===== src/rtl/imm_scan_ctrl.sv =====
// Raster-scan sequencer feeding the imm masker from the frame buffer and writing results back.
// Define IMM_WINDOW_SCAN_EN to restrict the scan to the clipped mask window (default: full frame).
`ifdef IMM_WINDOW_SCAN_EN
`ifndef MASK_WIDTH
`define MASK_WIDTH 2
`endif
`ifndef MASK_HEIGHT
`define MASK_HEIGHT 2
`endif
`endif

// state | meaning
// IDLE  | waiting for start
// SCAN  | one frame-buffer read per cycle
// DRAIN | reads done, flushing the read/imm pipeline
// FIN   | one-cycle done pulse
module imm_scan_ctrl #(
   parameter int IMG_ROWS = 240,
   parameter int IMG_COLS = 320
) (
   input  logic        clk,
   input  logic        rst_n,
   input  logic        start,
   input  logic        abort,
   input  logic [7:0]  mask_row_offset_in,
   input  logic [8:0]  mask_col_offset_in,
   output logic        rd_en,
   output logic [7:0]  rd_row,
   output logic [8:0]  rd_col,
   input  logic [11:0] rd_data,
   output logic [11:0] image_pixel,
   output logic [7:0]  pixel_row,
   output logic [8:0]  pixel_col,
   output logic [7:0]  mask_row_offset,
   output logic [8:0]  mask_col_offset,
   input  logic [7:0]  pixel_row_out,
   input  logic [8:0]  pixel_col_out,
   input  logic [11:0] pixel_result,
   output logic        wr_en,
   output logic [7:0]  wr_row,
   output logic [8:0]  wr_col,
   output logic [11:0] wr_data,
   output logic        busy,
   output logic        done
);

   typedef enum logic [1:0] {IDLE, SCAN, DRAIN, FIN} state_t;

   localparam logic [8:0] ROW_MAX = 9'(IMG_ROWS - 1);
   localparam logic [9:0] COL_MAX = 10'(IMG_COLS - 1);

   state_t      state_q, state_d;
   logic [7:0]  roff_q, roff_d, row_q, row_d, prow_q;
   logic [8:0]  coff_q, coff_d, col_q, col_d, pcol_q;
   logic [1:0]  v_q, v_d;
   logic [7:0]  row_org, row_last;
   logic [8:0]  col_org, col_first, col_last;
   logic        empty, accept, last_col, last_row, kill;

`ifdef IMM_WINDOW_SCAN_EN
   localparam logic [8:0] ROW_LIM = 9'(IMG_ROWS);
   localparam logic [9:0] COL_LIM = 10'(IMG_COLS);
   logic [8:0] row_end_w;
   logic [9:0] col_end_w;

   // window end is one bit wider so offset+size never wraps before clipping
   always_comb begin
      row_org   = mask_row_offset_in;
      col_org   = mask_col_offset_in;
      col_first = coff_q;
      row_end_w = {1'b0, roff_q} + 9'(`MASK_WIDTH - 1);
      col_end_w = {1'b0, coff_q} + 10'(`MASK_HEIGHT - 1);
      row_last  = (row_end_w > ROW_MAX) ? ROW_MAX[7:0] : row_end_w[7:0];
      col_last  = (col_end_w > COL_MAX) ? COL_MAX[8:0] : col_end_w[8:0];
      empty     = ({1'b0, row_org} >= ROW_LIM) || ({1'b0, col_org} >= COL_LIM);
   end
`else
   always_comb begin
      row_org   = '0;
      col_org   = '0;
      col_first = '0;
      row_last  = ROW_MAX[7:0];
      col_last  = COL_MAX[8:0];
      empty     = 1'b0;
   end
`endif

   assign accept   = (state_q == IDLE) && start;
   assign last_col = (col_q == col_last);
   assign last_row = (row_q == row_last);
   assign kill     = abort && ((state_q == SCAN) || (state_q == DRAIN));

   always_ff @(posedge clk or negedge rst_n) begin
      if (!rst_n) state_q <= IDLE;
      else        state_q <= state_d;
   end

   always_comb begin
      state_d = state_q;
      case (state_q)
         IDLE:  if (start) state_d = empty ? FIN : SCAN;
         SCAN:  if (abort) state_d = IDLE;
                else if (last_col && last_row) state_d = DRAIN;
         DRAIN: if (abort) state_d = IDLE;
                else if (!v_q[0]) state_d = FIN;
         FIN:   state_d = IDLE;
         default: state_d = IDLE;
      endcase
   end

   always_comb begin
      rd_en = (state_q == SCAN);
      busy  = (state_q != IDLE);
      done  = (state_q == FIN);
   end

   always_comb begin
      roff_d = roff_q;
      coff_d = coff_q;
      row_d  = row_q;
      col_d  = col_q;
      v_d    = kill ? 2'b00 : {v_q[0], rd_en};
      if (accept) begin
         roff_d = mask_row_offset_in;
         coff_d = mask_col_offset_in;
         row_d  = row_org;
         col_d  = col_org;
      end else if (rd_en && !abort) begin
         if (last_col) begin
            col_d = col_first;
            if (!last_row) row_d = row_q + 8'd1;
         end else begin
            col_d = col_q + 9'd1;
         end
      end
   end

   always_ff @(posedge clk or negedge rst_n) begin
      if (!rst_n) begin
         roff_q <= '0;
         coff_q <= '0;
         row_q  <= '0;
         col_q  <= '0;
         prow_q <= '0;
         pcol_q <= '0;
         v_q    <= '0;
      end else begin
         roff_q <= roff_d;
         coff_q <= coff_d;
         row_q  <= row_d;
         col_q  <= col_d;
         prow_q <= row_q;
         pcol_q <= col_q;
         v_q    <= v_d;
      end
   end

   // write bus is forced to zero outside valid imm outputs
   assign rd_row          = row_q;
   assign rd_col          = col_q;
   assign image_pixel     = rd_data;
   assign pixel_row       = prow_q;
   assign pixel_col       = pcol_q;
   assign mask_row_offset = roff_q;
   assign mask_col_offset = coff_q;
   assign wr_en           = v_q[1];
   assign wr_row          = v_q[1] ? pixel_row_out : '0;
   assign wr_col          = v_q[1] ? pixel_col_out : '0;
   assign wr_data         = v_q[1] ? pixel_result  : '0;

endmodule

===== config.mk =====
export PLATFORM = sky130hd
export DESIGN_NAME = imm_scan_ctrl
export DESIGN_NICKNAME = d
export VERILOG_FILES = /design/src/rtl/imm_scan_ctrl.sv
export SDC_FILE = /design/constraint.sdc
export NUM_CORES = 1
export LEC_CHECK = 0
export ABC_AREA = 1
export CORE_UTILIZATION = 45
export CTS_BUF_LIST = sky130_fd_sc_hd__clkbuf_8
export DETAILED_ROUTE_END_ITERATION = 8
export DONT_BUFFER_PORTS = 1
export PLACE_DENSITY = 0.59
export REMOVE_ABC_BUFFERS = 1
export SETUP_SLACK_MARGIN = 0.15
export SYNTH_ARGS = -nofsm -noshare
export SYNTH_HDL_FRONTEND = slang
export SYNTH_SLANG_ARGS = --single-unit

===== constraint.sdc =====
create_clock -name clk -period 1.4 [get_ports clk]
set_input_delay 0.14 -clock clk [delete_from_list [all_inputs] [get_ports clk]]
set_output_delay 0.14 -clock clk [all_outputs]
set_load 0.05 [all_outputs]

==> results of run 1 <==
==> cells in the final DEF (no fill, tap or decap), types with 2 or more instances in the layout <==
cell,count
nand3_1,5
nor2_2,3
clkbuf_8,5
o21a_1,2
o21ai_1,6
buf_8,4
nand3_4,3
buf_4,25
dlygate4sd3_1,18
ha_1,2
nand3_2,4
nand2_4,33
dfrtp_1,53
xor2_1,5
nand2_8,2
buf_6,16
a21oi_2,2
nand4_1,3
inv_1,11
a21oi_1,4
nand2_1,64
dfrtp_2,2
inv_4,17
nand3b_1,2
ha_4,4
nor2_4,6
clkbuf_16,3
nor2_1,4
nand2_2,26
buf_12,32
inv_2,21
o21ai_2,5
==> power by group through the flow <==
stage / sequential, W / clock (W) / combinational (W)
final: 0.00387 / 0.000860 / 0.00653
after global routing: 0.00393 / 0.000945 / 0.00685
after CTS: 0.00369 / 0.000854 / 0.00524
after detailed placement: 0.00370 / 0 / 0.00460
after global placement: 0.00370 / 0 / 0.00450
after floorplan: 0.00419 / 0 / 0.00211
==> synth_stat cells <==
library cell  instances
nand2_1             122
dfrtp_1              55
inv_1                46
buf_4                12
nor2_1               10
nand3_1               9
clkbuf_1              7
ha_1                  7
a21oi_1               6
o21ai_0               6
xor2_1                5
nand4_1               3
o21ai_1               3
o21ai_2               3
a21boi_0              2
inv_2                 2
nand2_2               2
nand3b_1              2
nor2_4                2
o21a_1                2
or2_2                 2
a21o_1                1
and3_1                1
buf_6                 1
nand2_4               1
nand3_2               1
nand3_4               1
nor2_2                1
o21bai_1              1
o31ai_1               1
==> flip-flops by register name, indices dropped and copies added, names as in the netlist <==
signal and flops:
state_q 2, rd_col 9, v_q 2, mask_row_offset 8
pixel_row 8, pixel_col 9, rd_row 8, mask_col_offset 9
==> layout make-up <==
class                   instances  area share
multi-input cells             195      0.3205
flip-flops and latches         55      0.2995
inverters                      48     0.04838
clock buffers                   5     0.01495
well taps                      72     0.01957
repair buffers                 99      0.2936
clock inverters                 3    0.003534
==> per-stage QoR <==
| stage | setup TNS (ps) | total power (W) | setup WS, ps |
|---|---|---|---|
| 6_report | -2440 | 0.01126 | -109.9 |
| 3_5_place_dp | -704.8 | 0.008300 | -108.8 |
| 4_1_cts | -170.4 | 0.009783 | -25.39 |
| 3_3_place_gp | -119.1 | 0.008203 | -39.24 |
| 5_1_grt | -5249 | 0.01172 | -204.6 |
| 2_1_floorplan | -12660 | 0.006300 | -509.2 |
==> worst register-to-register path: stages, from the launching register on <==
cell and delay, ps:
dfrtp_1 400, inv_2 120, ha_4 170, inv_4 40, nor2_4 140, nor2_4 70
buf_6 140, o21ai_1 160, a21boi_2 190
==> worst min path at each step <==
stage	start	end	slack, ps
finish	rst_n	rd_col[0]	-490
global placement	rst_n	pixel_col[7]	-150
detailed placement	rst_n	pixel_col[7]	-150
CTS	rst_n	mask_col_offset[2]	-480
global route	rst_n	v_q[1]	-510
floorplan	rst_n	mask_col_offset[0]	-160
==> cell families (layout without fill, tap and decap cells) <==
| kind of cell | after synthesis | count (layout) | share of synthesized area |
|---|---|---|---|
| and+or+nand+nor | 157 | 158 | 0.2547 |
| buffers and inverters | 68 | 155 | 0.1165 |
| DFF | 55 | 55 | 0.5208 |
| AOI/OAI and AO/OA | 25 | 25 | 0.05824 |
| adders and majority gates | 7 | 7 | 0.03314 |
| xor gates and xnor gates | 5 | 5 | 0.01657 |
==> per-layer routing <==
metal  wire length [um]  global-route usage
met2               5062              0.4391
met3                577             0.07209
met1               3202              0.2681
met5                  0                   0
met4                227             0.04074
==> repair_timing <==
item,CTS,global route
setup buffers,4,3
hold endpoints to repair,74,55
setup endpoints to repair,68,68
cloned,2,4
resized for setup,89,131
pin swaps,8,39
==> metrics.csv, run 1 <==
stage,metric,value,unit
pwr,clkPwrFrac,0.076,
sta,slew_headroom,0.6190,
placement,dpl_cell_area,3498,um^2
route,viasPerCell,5.222,
status,status,"finished, violations left",
pwr,swShare,0.5336,
global_route,grt.total_usage,0.2371,
route,firstDrtPassIters,4,
cells_and_area,diodes,0,
sta,hold_viol_final,55,
placement,dp.cells,438,
sta,whs,-492.0,ps
cells_and_area,fin_nets,473,
worst_setup_path,slowest_delay,540,ps
synth,synth_area,2643,um^2
synth,ys_ff_latch,55,
worst_hold_path,hold_path_class,input port to asynchronous set/reset pin,
sta,max_freq,662.3,MHz
cts,clk_pin_slew_worst_paths,100,ps
floorplan,rows,27,
cts,cts_inserted_buffers,5,
worst_setup_path,worst-path-stages,4,
placement,port_buffers,0,
cells_and_area,syn_to_final_growth,74.19,%
synth,syn_area_per_cell,8.336,um^2
sta,min_period_over_period,1.078,
flow_run,maxCapViolations,0,
worst_setup_path,crit_path_start_kind,register,
cts,cts_tree,built,
worst_setup_path,rr_endpoint,rd_col[5],
cells_and_area,drive_gt1_frac,0.5506,
synth,ys_top_cells_by_area,"dfrtp_1 52%, nand2_1 17%, inv_1 6.5%, buf_4 3.4%, ha_1 3.3%",
pwr,p_switching,0.006010,W
worst_setup_path,worst_setup_path_end_kind,primary output,
worst_setup_path,crit_path_max_fanout,7,
pwr,leakagePower,2.392,nW
route,wl,9069,um
cts,cts_buffer_depth,2,
global_route,grt_pass1_vias,2327,
sta,rsz0062_at_grt,true,
route,drc,0,
route,drt-initial-drc-count,115,
cts,worstSkewPairLatency,310,ps
worst_setup_path,worst-path-buf-inv,3,
floorplan,start_util,0.4741,
global_route,grt_start_max_net_pins,56,
sta,fin_crit,1510,ps
synth,synth_cell_type_count,30,
floorplan,dieArea,6183,um^2
placement,detailed_place_hpwl,4888,um
cells_and_area,fin_cells,477,
global_route,antenna_found_initial,0,
floorplan,die_w,78.63,um
global_route,grt_pass1_wl,11320,um
worst_setup_path,ff2ff_path_depth,8,
route,drtAntennaViolNets,0,
cells_and_area,fin_area,4603,um^2
pwr,ir_worst_vdd,0.001743,V
worst_setup_path,crit_end,wr_row[3],
synth,synth_cells,317,
sta,setup_viol_count_final,43,
synth,yosysTopAreaCellShare,0.5208,
route,vias,2491,
sta,finClkSkew,5.899,ps
sta,worst_pin_slew,571.5,ps
floorplan,dieHeight,78.63,um
cells_and_area,fin_util,0.8258,
pwr,power.internal,0.005252,W
synth,yosysTopAreaCell,dfrtp_1,
status,violations,"hold timing, setup timing",
worst_setup_path,critPathKind,register to primary output,
worst_setup_path,crit_arrival,1370,ps
sta,slew_viol_final,0,
route,wl_per_cell,19.01,um
cells_and_area,multi_input_area,1475,um^2
pwr,combPwrFrac,0.580,
sta,layout_setup_ws,-109.9,ps
cts,htree_levels,2,
floorplan,core,5574,um^2
cells_and_area,nFillCells,276,
global_route,grt_remaining_overflow,0,
cells_and_area,register_area,1379,um^2
worst_setup_path,cp_data_required_time,1260,ps
worst_setup_path,cp_cell_sequence,"clkbuf_16, nand2_4, inv_2, buf_12",
cts,clkSinkCount,55,
cts,cts_hold_buf,18,
pwr,pwr-share-seq,0.344,
synth,ys_warn_count,0,
worst_setup_path,reg2reg_slack,-100,ps
cts,cts_root_buf,clkbuf_8,
worst_setup_path,r2r_start,state_q[1],
worst_setup_path,crit_start,v_q[1],
placement,gp_routability_congestion,0.8335,
floorplan,ios,158,
synth,ys_seq_area_frac,0.5208,
worst_setup_path,critPathSlowestCell,dfrtp_2,
pwr,pwr_density_cell,2447,nW/um^2
worst_setup_path,cp_top_family,flip-flops,
Power figures use the tool's default switching activity.
==> run 2: changes to the inputs <==
GPL_TIMING_DRIVEN = 0   (was not set)
==> run 2 against run 1 <==
- the run still ends with hold timing, setup timing left
- clock skew hardly changed
- final cell count shrank 10%
- register-to-register slack got worse by 120 ps
- core utilization shrank 16 points
- design area down 19%
- clock power grew 7.2%
- sequential share of layout area rose by 8.1 points
- critical path depth decreased by 1
- sequential power up 13%
- worst setup slack lost 180 ps
- worst hold slack better by 13 ps
==> metrics.csv, run 2 (synthesis gave the netlist of run 1 again) <==
stage,metric,value,unit
cts,cts_tree,built,
route,drc,0,
sta,finClkSkew,5.845,ps
route,viasPerCell,5.087,
sta,max_freq,591.0,MHz
cts,clkSinkCount,55,
cells_and_area,final_common_cell,nand2_1,
worst_setup_path,worst_setup_path_end_kind,primary output,
worst_setup_path,crit_start,v_q[1],
worst_setup_path,cp_cell_sequence,"buf_2, nand2_1, clkinvlp_4",
sta,hold_viol_final,55,
cts,cts_buffer_depth,2,
sta,layout_setup_ws,-292.1,ps
cts,cts_root_buf,clkbuf_8,
global_route,grt_remaining_overflow,0,
pwr,pwr_density_cell,2532,nW/um^2
placement,pre_cts_ws,-821.2,ps
worst_setup_path,crit_path_start_kind,register,
worst_hold_path,hold_path_class,input port to asynchronous set/reset pin,
global_route,grt_pass1_vias,2047,
placement,dp.cells,369,
floorplan,start_util,0.4741,
route,drtAntennaViolNets,0,
sta,worst_pin_slew,501.8,ps
sta,slew_viol_final,0,
worst_setup_path,slowest_delay,610,ps
sta,slew_headroom,0.6654,
route,vias,2172,
placement,port_buffers,0,
cts,worstSkewPairLatency,300,ps
route,drt-initial-drc-count,85,
floorplan,dieArea,6183,um^2
cells_and_area,syn_to_final_growth,40.29,%
cells_and_area,diodes,0,
route,firstDrtPassIters,6,
status,status,"finished, violations left",
worst_setup_path,crit_arrival,1550,ps
cells_and_area,fin_cells,427,
floorplan,dieHeight,78.63,um
placement,gp_routability_congestion,0.7546,
global_route,grt.total_usage,0.2086,
floorplan,die_w,78.63,um
sta,whs,-479.2,ps
floorplan,core,5574,um^2
route,wl_per_cell,16.18,um
worst_setup_path,crit_path_max_fanout,7,
cts,cts_inserted_buffers,5,
cells_and_area,most-common-layout-cells,"94 x nand2_1, 36 x dfrtp_1, 30 x clkinvlp_4",
worst_setup_path,reg2reg_slack,-220,ps
cts,cts_hold_buf,18,
placement,detailed_place_hpwl,3546,um
worst_setup_path,rr_endpoint,rd_col[4],
route,wl,6908,um
worst_setup_path,critPathKind,register to primary output,
worst_setup_path,cp_data_required_time,1260,ps
status,violations,"hold timing, setup timing",
sta,setup_tns,-8554,ps
cts,clk_pin_slew_worst_paths,90,ps
cells_and_area,fin_nets,423,
global_route,grt_start_max_net_pins,56,
worst_setup_path,worst-path-stages,3,
worst_setup_path,crit_end,wr_data[3],
sta,min_period_over_period,1.209,
cells_and_area,drive_gt1_frac,0.4197,
cts,htree_levels,2,
global_route,grt_pass1_wl,9873,um
pwr,ir_worst_vdd,0.001306,V
floorplan,ios,158,
sta,fin_crit,1692,ps
worst_setup_path,worst-path-buf-inv,2,
sta,rsz0062_at_grt,true,
pwr,leakagePower,1.718,nW
sta,setup_viol_count_final,48,
floorplan,rows,27,
worst_setup_path,r2r_start,rd_col[0],
worst_setup_path,cp_top_family,flip-flops,
worst_setup_path,critPathSlowestCell,dfrtp_4,
global_route,antenna_found_initial,0,
flow_run,maxCapViolations,0,
worst_setup_path,ff2ff_path_depth,6,
run 2: cell types whose count changed in the layout (fill, tap and decap cells not counted), moves of 10 or more:
cell,change
dfrtp_2,+13
inv_2,-17
nand2_1,+30
nand2_2,-19
clkinvlp_4,+29
buf_4,-14
nand2_4,-10
buf_12,-30
dfrtp_1,-17
inv_4,-15
run 2: area by class of cell:
type                            instances  area, um^2
Fill cell                             402        1867
Clock inverter                          1       3.754
Sequential cell                        55        1410
Timing Repair Buffer                   47       484.2
Clock buffer                            7       96.34
Multi-Input combinational cell        196        1296
Tap cell                               72       90.09
Timing Repair inverter                  1       16.27
Inverter                               48       310.3
run 2: metrics by stage:
stage | area (um^2) | utilization | total power [W] | hold slack [ps]
5_1_grt | 3707 | 0.6651 | 0.009903 | -505.9
4_1_cts | 3377 | 0.6058 | 0.008714 | -492.0
6_report | 3707 | 0.6651 | 0.009389 | -479.2
3_3_place_gp | 2605 | 0.4673 | 0.006665 | -154.1
3_5_place_dp | 2605 | 0.4673 | 0.006707 | -154.1
2_1_floorplan | 2515 | - | 0.006300 | -155.6
run 2: worst min path at each step:
stage          start                  to  slack (ps)  cells past startpoint
2_1_floorplan  rst_n  mask_col_offset[0]        -160                      0
3_3_place_gp   rst_n        pixel_row[7]        -150                      0
3_5_place_dp   rst_n        pixel_row[5]        -150                      0
4_1_cts        rst_n           rd_row[1]        -490                      0
5_1_grt        rst_n           rd_row[7]        -510                      0
6_report       rst_n        pixel_col[6]        -480                      0
run 2: power by group:
| group | internal, W | switching, W | total (W) |
|---|---|---|---|
| clock network | 0.000445 | 0.000477 | 0.000922 |
| logic | 0.00147 | 0.00264 | 0.00410 |
| registers | 0.00213 | 0.00223 | 0.00436 |
run 2: worst register-to-register path: cells and delay by family, from the launching register on:
kind	cells	cell delay [ps]
compound gates	1	270
fa+ha+maj	1	190
simple gates	1	90
flops	1	570
xor+xnor	1	140
buf+inv	2	270
run 2: per-layer routing:
layer / vias to the layer above / global-route usage / share of wire
met5: - / 0 / 0
met4: 0 / 0.05741 / 0.0042
met3: 4 / 0.07791 / 0.071
met2: 94 / 0.3539 / 0.52
met1: 1050 / 0.2459 / 0.40
li1: 1024 / - / -
run 2: repair_timing:
item,CTS,global route
pin swaps,15,13
endpoints found under the hold margin,74,55
setup endpoints to repair,70,68
setup buffers,19,9
cloned,3,1
resized for setup,98,69
==> run 3: changes to the inputs <==
--- a/config.mk
+++ b/config.mk
@@ -14,2 +14,3 @@
 export PLACE_DENSITY = 0.59
+export RECOVER_POWER = 50
 export REMOVE_ABC_BUFFERS = 1
==> constraint.sdc (replaced) <==
create_clock -name clk -period 1.4 [get_ports clk]
set_input_delay 0.28 -clock clk [delete_from_list [all_inputs] [get_ports clk]]
set_output_delay 0.28 -clock clk [all_outputs]
set_load 0.05 [all_outputs]
==> run 3 against run 2 <==
- the run still ends with hold timing, setup timing left
- flip-flop and latch count unchanged
- clock power increased by 2%
- first-iteration DRC count decreased by 29%
- sequential power increased by 3%
==> metrics.csv, run 3 (synthesis gave the netlist of run 1 again) <==
stage,metric,value,unit
status,status,"finished, violations left",
status,violations,"hold timing, setup timing",
cts,clkSinkCount,55,
sta,finClkSkew,6.269,ps
floorplan,die_w,78.63,um
floorplan,core,5574,um^2
sta,slew_headroom,0.6145,
cells_and_area,syn_to_final_growth,33.43,%
cells_and_area,final_common_cell,nand2_1,
pwr,ir_worst_vdd,0.001476,V
global_route,antenna_found_initial,0,
floorplan,dieHeight,78.63,um
cts,htree_levels,2,
route,firstDrtPassIters,4,
global_route,grt.total_usage,0.2033,
flow_run,maxCapViolations,0,
cells_and_area,fin_nets,404,
worst_setup_path,slowest_delay,660,ps
worst_setup_path,crit_path_max_fanout,30,
route,drc,0,
cts,worstSkewPairLatency,300,ps
cells_and_area,most-common-layout-cells,"93 x nand2_1, 33 x dfrtp_2, 30 x clkinvlp_4",
sta,worst_pin_slew,578.3,ps
worst_setup_path,critPathSlowestCell,dfrtp_4,
sta,slew_viol_final,0,
sta,fin_crit,1715,ps
sta,hold_viol_final,55,
route,drtAntennaViolNets,0,
cts,clk_pin_slew_worst_paths,90,ps
floorplan,rows,27,
route,wl_per_cell,15.39,um
placement,detailed_place_hpwl,3546,um
global_route,grt_remaining_overflow,0,
cts,cts_root_buf,clkbuf_8,
worst_setup_path,cp_data_required_time,1120,ps
route,drt-initial-drc-count,60,
cts,cts_buffer_depth,2,
worst_setup_path,cp_cell_sequence,"nand2_1, clkinvlp_4",
worst_hold_path,hold_path_class,input port to asynchronous set/reset pin,
placement,port_buffers,0,
cts,cts_inserted_buffers,5,
global_route,grt_start_max_net_pins,56,
sta,whs,-341.4,ps
floorplan,start_util,0.4741,
sta,max_freq,583.1,MHz
cells_and_area,diodes,0,
route,vias,2066,
cells_and_area,drive_gt1_frac,0.5179,
worst_setup_path,crit_path_start_kind,register,
cells_and_area,nFillCells,467,
global_route,grt_pass1_wl,9577,um
sta,setup_tns,-12130,ps
worst_setup_path,crit_arrival,1430,ps
sta,rsz0062_at_grt,true,
cts,cts_tree,built,
floorplan,ios,158,
placement,pre_cts_ws,-821.2,ps
sta,setup_viol_count_final,50,
sta,layout_setup_ws,-314.9,ps
pwr,leakagePower,1.499,nW
placement,gp_routability_congestion,0.7546,
floorplan,dieArea,6183,um^2
worst_setup_path,cp_top_family,flip-flops,
worst_setup_path,worst_setup_path_end_kind,primary output,
pwr,pwr_density_cell,2642,nW/um^2
worst_setup_path,critPathKind,register to primary output,
global_route,grt_pass1_vias,1975,
worst_setup_path,worst-path-buf-inv,1,
sta,min_period_over_period,1.225,
route,viasPerCell,5.064,
route,wl,6279,um
[run 3: layer usage]
metal | vias up | part of all wire | global-route usage | wire [um]
met5 | - | 0 | 0 | 0
met4 | 0 | 0.013 | 0.06296 | 80
met1 | 976 | 0.40 | 0.2351 | 2499
met3 | 13 | 0.078 | 0.08372 | 488
li1 | 978 | - | - | -
met2 | 99 | 0.51 | 0.3409 | 3211
[run 3: path summary, 6_finish.rpt]
| kind | startpoint | endpoint | slack (ps) | depth (start not counted) |
|---|---|---|---|---|
| worst min-delay path | rst_n | pixel_col[6] | -340 | 0 |
| worst max-delay path | v_q[1] | wr_data[1] | -310 | 2 |
| worst min register to register | v_q[0] | v_q[1] | 530 | 1 |
| max in group asynchronous | rst_n | v_q[1] | 1640 | 0 |
| worst max register to register | rd_col[1] | rd_row[1] | -280 | 9 |
| min in group clk | abort | v_q[0] | 50 | 1 |
[run 3: power breakdown]
group          switching, W  internal, W
sequential          0.00231      0.00219
clock              0.000495     0.000445
combinational       0.00248      0.00140
total               0.00528      0.00403
[run 3: per-stage QoR]
step | instance area (um^2) | instances | power (W) | util | hold slack [ps]
2_1_floorplan | 2515 | 297 | 0.006300 | - | -15.59
3_3_place_gp | 2605 | 369 | 0.006665 | 0.4673 | -14.10
3_5_place_dp | 2605 | 369 | 0.006707 | 0.4673 | -14.12
4_1_cts | 3327 | 402 | 0.008877 | 0.5969 | -352.0
5_1_grt | 3526 | 408 | 0.009800 | 0.6325 | -363.5
6_report | 3526 | 408 | 0.009314 | 0.6325 | -341.4
[run 3: what timing repair did]
item,4_1_cts,5_1_grt
pin swaps,29,17
hold endpoints to repair,55,55
resized for setup,123,57
setup endpoints to repair,88,88
gates cloned,3,1
setup buffers,22,5
[run 3: layout make-up]
| class | instances | area, um^2 | area share |
|---|---|---|---|
| Clock buffer | 7 | 96.34 | 0.02732 |
| Clock inverter | 1 | 3.754 | 0.001065 |
| Inverter | 48 | 315.3 | 0.08943 |
| Multi-Input combinational cell | 197 | 1272 | 0.3609 |
| Sequential cell | 55 | 1436 | 0.4074 |
| Tap cell | 72 | 90.09 | 0.02555 |
| Timing Repair Buffer | 27 | 295.3 | 0.08375 |
| Timing Repair inverter | 1 | 16.27 | 0.004613 |
